[config.mk]
export PLATFORM = sky130hd
export DESIGN_NAME = csd_encoder_seq
export DESIGN_NICKNAME = d
export VERILOG_FILES = /design/src/rtl/csd_encoder_seq.sv
export SDC_FILE = /design/constraint.sdc
export NUM_CORES = 1
export LEC_CHECK = 0
export CAP_MARGIN = 40
export CORE_MARGIN = 1.5
export CORE_UTILIZATION = 50
export CTS_CLUSTER_SIZE = 24
export DETAILED_ROUTE_END_ITERATION = 8
export PLACE_DENSITY = 0.77
export SLEW_MARGIN = 25
export SYNTH_ARGS = -nofsm -noshare
export SYNTH_HDL_FRONTEND = slang
export SYNTH_SLANG_ARGS = --single-unit
[constraint.sdc]
create_clock -name clk -period 4.5 [get_ports clk]
set_clock_uncertainty 0.15 [all_clocks]
set_input_delay 0.9 -clock clk [delete_from_list [all_inputs] [get_ports clk]]
set_output_delay 0.9 -clock clk [all_outputs]
set_load 0.01 [all_outputs]
[src/rtl/csd_encoder_seq.sv]
// Sequential binary to canonical-signed-digit encoder.
// Resolves DPC digits per clock; valid/ready on both sides.
module csd_encoder_seq #(
   parameter int WIDTH = 16,
   parameter int DPC   = 1
) (
   input  logic                            clk,
   input  logic                            rst_n,
   input  logic                            in_valid,
   output logic                            in_ready,
   input  logic [WIDTH-1:0]                in_data,
   input  logic                            in_signed,
   output logic                            out_valid,
   input  logic                            out_ready,
   output logic [WIDTH:0]                  out_pos,
   output logic [WIDTH:0]                  out_neg,
   output logic [$clog2(WIDTH+2)-1:0]      nz_count
);

   localparam int CNT_W = $clog2(WIDTH+2);
   localparam int NSTEP = (WIDTH + DPC) / DPC;
   localparam int IW    = $clog2(NSTEP*DPC + 1);
   localparam int SW    = $clog2(NSTEP + 1);

   typedef enum logic [1:0] {IDLE, CONV, DONE} state_t;

   state_t           state, state_n;
   logic [WIDTH-1:0] opnd;
   logic             sgn;
   logic             carry;
   logic [IW-1:0]    idx;
   logic [SW-1:0]    step;
   logic             last;
   logic             accept;
   logic             ready_n, valid_n;

   logic             c;
   logic             xi, xn;
   int               p;
   logic [WIDTH:0]   pos_n, neg_n;
   logic [CNT_W-1:0] add;

   // Extended operand bit: beyond the MSB it is the sign bit or zero.
   function automatic logic ext(input logic [WIDTH-1:0] v,
                                input logic sg, input int i);
      if (i < WIDTH) return v[i];
      return sg & v[WIDTH-1];
   endfunction

   assign last   = (step == SW'(NSTEP-1));
   assign accept = in_valid & in_ready;

   // State register.
   always_ff @(posedge clk or negedge rst_n) begin
      if (!rst_n) state <= IDLE;
      else        state <= state_n;
   end

   // Next-state logic.
   always_comb begin
      state_n = state;
      unique case (state)
         IDLE:    if (accept)    state_n = CONV;
         CONV:    if (last)      state_n = DONE;
         DONE:    if (out_ready) state_n = IDLE;
         default:                state_n = IDLE;
      endcase
   end

   // Handshake outputs are registered copies of the next state.
   always_comb begin
      ready_n = (state_n == IDLE);
      valid_n = (state_n == DONE);
   end

   // Handshake output registers; ready stays low through reset.
   always_ff @(posedge clk or negedge rst_n) begin
      if (!rst_n) begin
         in_ready  <= 1'b0;
         out_valid <= 1'b0;
      end else begin
         in_ready  <= ready_n;
         out_valid <= valid_n;
      end
   end

   // One step of DPC digits with the carry chained inside the clock.
   always_comb begin
      c     = carry;
      pos_n = out_pos;
      neg_n = out_neg;
      add   = '0;
      p     = 0;
      xi    = 1'b0;
      xn    = 1'b0;
      for (int k = 0; k < DPC; k++) begin
         p = int'(idx) + k;
         if (p <= WIDTH) begin
            xi = ext(opnd, sgn, p);
            xn = ext(opnd, sgn, p + 1);
            if (xi ^ c) begin
               if (xn) begin
                  neg_n[p] = 1'b1;
                  c        = 1'b1;
               end else begin
                  pos_n[p] = 1'b1;
                  c        = 1'b0;
               end
               add = add + CNT_W'(1);
            end else begin
               c = xi & c;
            end
         end
      end
   end

   // Operand capture and result accumulation.
   always_ff @(posedge clk or negedge rst_n) begin
      if (!rst_n) begin
         opnd     <= '0;
         sgn      <= 1'b0;
         carry    <= 1'b0;
         idx      <= '0;
         step     <= '0;
         out_pos  <= '0;
         out_neg  <= '0;
         nz_count <= '0;
      end else begin
         unique case (state)
            IDLE: begin
               if (accept) begin
                  opnd     <= in_data;
                  sgn      <= in_signed;
                  carry    <= 1'b0;
                  idx      <= '0;
                  step     <= '0;
                  out_pos  <= '0;
                  out_neg  <= '0;
                  nz_count <= '0;
               end
            end
            CONV: begin
               carry    <= c;
               idx      <= idx + IW'(DPC);
               step     <= step + SW'(1);
               out_pos  <= pos_n;
               out_neg  <= neg_n;
               nz_count <= nz_count + add;
            end
            default: ;
         endcase
      end
   end

endmodule

* Yosys cells after proc, flatten, opt, wreduce, memory -nomap -nowiden *
Index checks and enable logic that the tools add are counted.
W data, S select, Z words.

word-level totals
  word-level logic and storage cells = 87
  flip-flop bits (word level) = 71
  input port bits = 21
  output and inout port bits = 41

operators by class
  equal/unequal tests = 9
  bitwise gates (word level) = 6
  reduce and logical (&&, ||, !) cells = 9
  $add $sub $neg = 4
  magnitude comparators = 7
  muxes and demuxes = 41

operators by type and width
  kind                   number
  $mux W17               7
  $pmux W17 S2           2
  $or A17 B17 Y17        2
  $pmux W5 S2            3
  $mux W1                20
  $lt A6 B5 Y1 const B   2
  $add A5 B1 Y5 const B  2
  $lt A5 B5 Y1 const B   2
  $ne A2 B2 Y1 const B   5
  $reduce_and A5 Y1      2
  $bmux W1 S4            2
  $add A5 B1 Y6 const B  1
  $lt A5 B6 Y1 const B   1
  $mux W2                3
  $pmux W2 S3            1
  $add A5 B5 Y5          1
  $demux W1 S5           1
  $eq A5 B5 Y1 const B   1
  $ge A5 B1 Y1 const B   1
  $le A5 B5 Y1 const B   1
  $mux W5                1
  $eq A2 B2 Y1 const B   2
  $logic_not A2 Y1       2
  $reduce_and A2 Y1      2
  7 further kinds        9

* Depth between registers and ports, before layout *
Gate-level depths: netlist of run 1.

  word-level depth = 11
  mapped depth = 13
  mapped depth without buffers = 11

* Worst setup path before layout of run 1 *
Ideal clock, no wire load.

  path kind = flip-flop to flip-flop
  start point = register idx[0]
  end point = register nz_count[4]
  path buffers = 2
  slack = 1.322 ns
  setup time = 0.129 ns
  cell stages (with the launch flop) = 14
  data required time = 4.221 ns
  data arrival time = 2.900 ns
  clock period less this slack = 3.178 ns
  cell sequence = dfrtp_1 > buf_2 > buf_4 > mux4_2 > mux4_2 > nand2_1 > nand2_1 > ha_1 > a21boi_0 > ha_1 > ha_1 > nand4_1 > nand3_1 > o21ai_0

between the ends
  cells in the longest elaborated chain, start to end = 10
  elaborated cells on any way between the ends = 14
  classes of those cells = 1 x add/sub; 2 x order compare; 10 x mux; 1 x bitwise

ends and longest elaborated chain
  what                                                RTL line  text
  start, declared                                     31        logic [IW-1:0] idx;
  start signal, assigned                              144       idx <= idx + IW'(DPC);
  $lt A5 B5 Y1 / $bmux W1 S4 (equally long branches)  46        if (i < WIDTH) return v[i];
  $mux W1                                             46
  $mux W1, on equally long branches                   98, 46
  $mux W1                                             47        return sg & v[WIDTH-1];
  $mux W1                                             98        if (p <= WIDTH) begin
  $xor A1 B1 Y1                                       101       if (xi ^ c) begin
  $mux W1                                             101
  $mux W1 *                                           98
  $add A5 B5 Y5 *                                     148       nz_count <= nz_count + add;
  $pmux W5 S2 *                                       129       unique case (state)
  end signal, assigned                                148
  end, declared                                       17        output logic [$clog2(WIDTH+2)-1:0] nz_count

Mark *: on every way between the ends. The rest lies on a longest branch, timed or not. The select of a mux whose other input is x is not followed.
A chain may end at the register's enable or synchronous reset.

* Worst setup path after layout of run 1 *
  start point = register idx[0]
  end point = register out_pos[3]

between the ends
  cells in the longest elaborated chain, start to end = 9
  elaborated cells on any way between the ends = 34
  classes of those cells = 1 x add/sub; 5 x order compare; 3 x eq/ne; 21 x mux; 2 x bitwise; 2 x reduce/logical

ends and longest elaborated chain
  what                                                                       RTL line  text
  $add A5 B1 Y6 (tied with other cells)                                      100       xn = ext(opnd, sgn, p + 1);
  $bmux W1 S4 / $logic_and A1 B1 Y1 (equally long branches)                  46, 106
  $mux W1, on equally long branches                                          46, 106
  $mux W1 (not written as such) / $demux W1 S5 (equally long branches)       46, 106
  $mux W1 / $or A17 B17 Y17 (equally long branches)                          -
  $mux W1 / $mux W17 (equally long branches)                                 47, 102
  $mux W1 / $mux W17 (equally long branches)                                 98, 101
  $ne A2 B2 Y1 (no source line) / $mux W17 (equally long branches)           -
  $reduce_and A5 Y1 (no source line) / $pmux W17 S2 (equally long branches)  -
  end signal, assigned                                                       146       out_pos <= pos_n;
  end, declared                                                              15        output logic [WIDTH:0] out_pos,

Several ways; a longest one is shown, not always the timed one. The select of a mux whose other input is x is not followed.

==> impl_metrics.toml, run 1 <==
[status]
outcome = "finished, violations left"
violations = "DRC"

[logic_synthesis]
yosys.area.top_type = "dfrtp_1"
synth.cell_area_mm2 = 0.003362
synth_nets = 315
synthesis.yosys.warnings = 0
synth_cell_types = 41
synthesized_area_per_cell_um2 = 11.80
register_bit_total_from_synthesis = 71
post_synth_inst_count = 285
largest_cells_by_area_after_synthesis = "dfrtp_1, a32o_1, mux2_2"
ys_async_sr_fraction_pct = 100.0
netlist.area_leader.share_pct = 52.85
ys.flop_type = "dfrtp_1"
synth_sequential_area_ratio_pct = 52.85
synth_edf_count = 0

[pwr]
peakVddDrop_uv = 437.2
total_switching_power_uw = 1299
seqPwrFrac_pct = 34.0
p_sw_share_pct = 40.77
power_per_cell_area_mw_per_mm2 = 748.5
p_leak_uw = 0.001850
power.combinational.fraction_pct = 49.9
p_clk_share_pct = 16.1
report.power.total_uw = 3185
p_int_uw = 1886

[critical_path]
critical_register_to_register_path_endpoint = "out_pos[3]"
cp_max_fo = 18
worst_r2r_startpoint = "idx[0]"
critPathKind = "register to register"
r2r_slack_ns = 0.87
worst_ep_required_time_ns = 4.63
worst_r2r_path_depth = 9
cp-end-kind = "register"
worstPathArrival_ns = 3.77
start_kind = "register"

[clock_tree]
clk_pin_slew_worst_paths_ns = 0.08
cts-htree-levels = 3
tritoncts_clock_tree = "done"
root_buffer = "clkbuf_8"
postCtsSetupBuffers = 0
cts_inserted_buffers = 9
cts.repair.resized = 0
postCtsHoldBufs = 0
buffer_depth_of_the_longest_clock_path = 2
worstSkewPairLatency_ns = 0.35
number_of_clock_sinks = 71

[global_routing]
grt_first_pass_wirelength_mm = 11.79
pin_count_of_the_biggest_net_entering_global_routing = 38
first_global_vias = 2350
grt_antenna_before_repair = 0
global_route.overflow_total = 0
global_route_usage_over_all_layers_pct = 21.10

[place]
gpl.final_weighted_congestion = 0.7786
area_after_dpl_mm2 = 0.004033
portBuffers = 61
pre_cts_slack_ns = 0.8895
place_hpwl_mm = 4.949

[detailed_routing]
ant_nets = 0
drt_wl_total_mm = 7.120
post-route-drc-count = 3
drt_pass1_iterations = 7
drtIter0Drc = 242
wl_per_cell_um = 16.71
viasPerCell = 5.974
via_count = 2545

[finish]
syn_to_final_growth_pct = 26.57
final_net_count = 374
finalInstanceArea_mm2 = 0.004255
layout_common_cells = "dfrtp_1, clkdlybuf4s50_1, nand2_1, a32o_1"
antennaDiodeCount = 0
drive_gt1_share_pct = 14.90
layout.cells.most_common = "dfrtp_1"
multi_input_comb_area_mm2 = 0.001478
layout.area.seq_mm2 = 0.001777
postLayoutCoreUtil_pct = 66.26
filler_cell_count = 507

[sta]
minimum_period_implied_by_the_final_worst_setup_slack_ns = 3.630
layout_worst_path_cycle_share_pct = 80.67
setup_total_negative_slack_ns = 0
worst_slew_pin_slew_ns = 0.7719
max_freq_mhz = 275.5
grt_setup_unrepaired = "no"
final_critical_path_setup_slack_ns = 0.8698
setup-violations-final = 0
hold_viol_final = 0
timing.max_slew.rel_slack_pct = 48.15
slew_viol_final = 0

[run]
timing.max_cap.violations = 0

[floorplanning]
floorplan.initialDensity_pct = 52.35
fp.dieArea_mm2 = 0.007225
core-area_mm2 = 0.006422
fp-row-count = 29
die_height_um = 85
die-width_um = 85
i_o_pins = 62

[worst_hold_path]
hp-class = "input pin to asynchronous set/reset pin"
## per-layer routing
metal | up-vias | global-route usage (%) | wire (um)
met5 | - | 0 | 0
met4 | 0 | 8.048 | 102
met3 | 8 | 5.156 | 326
met2 | 85 | 31.46 | 3425
met1 | 1254 | 30.08 | 3266
li1 | 1198 | - | -
## worst max-delay path: stages, from the launching register on
cell     delay [ns]
dfrtp_1        0.79
mux4_2         0.59
mux4_2         0.46
nand2_1        0.08
nand2_1        0.05
ha_1           0.36
nor2b_1        0.20
nand2_1        0.09
nor3_1         0.53
a32o_1         0.26
## cells by family after synthesis
group	count (synthesis)	synth area share, %
adder cells (fa/ha/maj)	9	3.350
AND/OR/NAND/NOR	71	9.974
multiplexers	31	12.77
XOR/XNOR	1	0.2606
buffers and inverters	26	3.350
AO/OA/AOI/OAI	76	17.45
flip-flops	71	52.85
## layout make-up
class	instances	share of cell area, %
multi-input combinational	188	34.73
tap	77	2.264
sequential	71	41.75
clock buffer	10	3.234
clock inverter	6	1.411
inverter	7	0.6175
timing repair buffer	67	16.00
## metrics by stage
step | std cells | hold WS (ns)
floorplan | 285 | 0.3069
detailed placement | 408 | 0.3292
CTS | 424 | 0.3457
finish | 426 | 0.2290
global route | 426 | 0.2094
global placement | 407 | 0.3223
## synth_stat cells, drive strengths merged, types with 4 or more instances
| master | number |
|---|---|
| dfrtp | 71 |
| nand2 | 25 |
| mux2 | 19 |
| a22o | 4 |
| a21oi | 12 |
| nor2b | 4 |
| nor2 | 11 |
| a32o | 25 |
| clkbuf | 11 |
| buf | 8 |
| ha | 9 |
| nor3 | 6 |
| mux2i | 5 |
| nand3 | 13 |
| mux4 | 7 |
| nand4 | 5 |
| o21ai | 19 |
| inv | 7 |
## state kept, by name, indices dropped and copies added (netlist names)
| register | flops |
|---|---|
| step | 5 |
| opnd | 16 |
| carry | 1 |
| idx | 5 |
| state | 2 |
| out_neg | 17 |
| out_pos | 17 |
| sgn | 1 |
| out_valid | 1 |
| nz_count | 5 |
| in_ready | 1 |
## worst max path at each step
stage	from	endpoint	slack (ns)
final	idx[0]	out_pos[3]	0.87
after global routing	idx[0]	out_pos[2]	0.55
after CTS	idx[0]	out_pos[3]	0.88
after detailed placement	idx[0]	out_pos[5]	0.89
after global placement	idx[0]	out_neg[7]	0.94
after floorplan	idx[0]	nz_count[4]	1.32
## power by group through the flow
stage / registers, uW / clock network (uW) / logic, uW
global placement: 1090 / 0 / 1520
CTS: 1080 / 520 / 1580
floorplan: 1040 / 0 / 1160
detailed placement: 1100 / 0 / 1580
finish: 1080 / 513 / 1590
global route: 1120 / 552 / 1740
No activity file was read; power rests on OpenSTA's default activity.
==> inputs of run 2 (changes only) <==
==> constraint.sdc (replaced) <==
create_clock -name clk -period 3.5 [get_ports clk]
set_clock_uncertainty 0.15 [all_clocks]
set_input_delay 0.7 -clock clk [delete_from_list [all_inputs] [get_ports clk]]
set_output_delay 0.7 -clock clk [all_outputs]
set_load 0.01 [all_outputs]
==> run 2 against run 1 <==
  * Clock-buffer cell count stayed put
  * Clock power up 27%
  * The run still ends with DRC left
  * First-iteration DRC count down 21%
  * Fmax up 12%
  * Critical path type unchanged
  * Largest power group unchanged
==> impl_metrics.toml, run 2 (same netlist as run 1, synthesis figures left out) <==
[status]
outcome = "finished, violations left"
violations = "DRC"

[pwr]
p_leak_uw = 0.001878
power_per_cell_area_mw_per_mm2 = 971.1
peakVddDrop_uv = 559.4

[floorplanning]
core-area_mm2 = 0.006422
fp-row-count = 29
i_o_pins = 62
fp.dieArea_mm2 = 0.007225
floorplan.initialDensity_pct = 52.35
die_height_um = 85
die-width_um = 85

[finish]
registers_with_the_most_flip_flops = "out_neg: 17 flops, out_pos: 17 flops, opnd: 16 flops"
syn_to_final_growth_pct = 28.10
final_net_count = 379
fin_cells = 431
layout_common_cells = "dfrtp_1, clkdlybuf4s50_1, nand2_1, a32o_1"
layout.cells.most_common = "dfrtp_1"
antennaDiodeCount = 0
drive_gt1_share_pct = 16.67

[place]
dp.cells = 413
place_hpwl_mm = 5.220
portBuffers = 61
gpl.final_weighted_congestion = 0.7762

[clock_tree]
cts_inserted_buffers = 9
cts.repair.resized = 0
worstSkewPairLatency_ns = 0.34
postCtsSetupBuffers = 0
root_buffer = "clkbuf_8"
number_of_clock_sinks = 71
tritoncts_clock_tree = "done"
postCtsHoldBufs = 0
cts-htree-levels = 3
buffer_depth_of_the_longest_clock_path = 2
clk_pin_slew_worst_paths_ns = 0.07

[global_routing]
grt_antenna_before_repair = 0
pin_count_of_the_biggest_net_entering_global_routing = 38
global_route_usage_over_all_layers_pct = 22.18
grt_first_pass_wirelength_mm = 12.56
first_global_vias = 2545
global_route.overflow_total = 0

[sta]
worst_slew_pin_slew_ns = 0.8270
timing.max_slew.rel_slack_pct = 44.76
hold_viol_final = 0
max_freq_mhz = 309.1
layout_worst_path_cycle_share_pct = 92.43
slew_viol_final = 0
setup-violations-final = 0
minimum_period_implied_by_the_final_worst_setup_slack_ns = 3.235
setup_total_negative_slack_ns = 0
grt_setup_unrepaired = "no"

[worst_hold_path]
hp-class = "input pin to asynchronous set/reset pin"

[critical_path]
path_delay_family = "multiplexers"
cpMostUsedCell = "ha_1"
cp_max_fo = 12
worst_path_max_delay_cell = "mux4_2"
critPathKind = "register to register"
slowest_delay_ns = 0.55
worstPathArrival_ns = 3.31
worst_ep_required_time_ns = 3.57
timing.critical_path.cells = "mux4_2 > mux4_2 > nand2_1 > nand2_1 > ha_1 > a21boi_0 > ha_1 > ha_1 > nor2_1 > o21ai_0 > o21ai_0"
start_kind = "register"
crit_buf_inv = 0
cp-end-kind = "register"

[detailed_routing]
via_count = 2598
wl_per_cell_um = 17.28
ant_nets = 0
drt_wl_total_mm = 7.447
drt_pass1_iterations = 6
viasPerCell = 6.028
post-route-drc-count = 3
drtIter0Drc = 192

[run]
timing.max_cap.violations = 0
## run 2: per-stage QoR
| stage | utilization [%] | instance area, um^2 | power, uW | setup slack [ns] | hold slack, ns |
|---|---|---|---|---|---|
| final | 67.06 | 4307 | 4182 | 0.2651 | 0.02829 |
| after global routing | 67.06 | 4307 | 4477 | 0.06362 | 0.02626 |
| after CTS | 66.34 | 4260 | 4160 | 0.01257 | 0.3123 |
| after detailed placement | 63.26 | 4063 | 3509 | 0.01963 | 0.3303 |
| after global placement | 63.26 | 4063 | 3415 | 0.1997 | 0.3211 |
| after floorplan | - | 3362 | 2829 | 0.3219 | 0.2544 |
## run 2: routing by layer
metal / track usage (%) / up-vias / share of wire [%]
li1: - / 1206 / -
met3: 4.280 / 13 / 4.3
met1: 30.07 / 1303 / 44
met2: 35.06 / 76 / 50
met5: 0 / - / 0
met4: 9.687 / 0 / 1.6
## run 2: worst reg2reg max path, cell delays in order, from the launching register on
cell and delay, ns:
dfrtp_2 0.52, mux4_2 0.55, mux4_2 0.47, nand2_1 0.08
nand2_1 0.06, ha_1 0.37, a21boi_0 0.24, ha_1 0.20
ha_1 0.18, nor2_1 0.05, o21ai_0 0.15, o21ai_0 0.10
## run 2: power breakdown
part	leakage, uW	total (uW)	switching [uW]	internal, uW
registers	0.000925	1390	283	1110
clock network	0.0000981	651	306	344
logic	0.000856	2140	1110	1030
total	0.00188	4180	1700	2480
## run 2: worst paths after layout
check	from	end	slack (ns)	cells after the start
setup / recovery	idx[0]	nz_count[2]	0.27	11
hold / removal	rst_n	opnd[10]	0.03	1
setup reg to reg	idx[0]	nz_count[2]	0.27	11
hold reg to reg	out_neg[11]	out_neg[11]	0.34	1
max in group asynchronous	rst_n	nz_count[2]	2.75	2
min in group clk	out_neg[11]	out_neg[11]	0.34	1
## run 2: final cells by class
cell class,instances,area (um^2)
multi-input cells,188,1483
repair buffers,72,725.7
inverters,7,26.28
flip-flops and latches,71,1778
clock buffers,10,137.6
fillers,492,2116
well taps,77,96.34
clock inverters,6,60.06
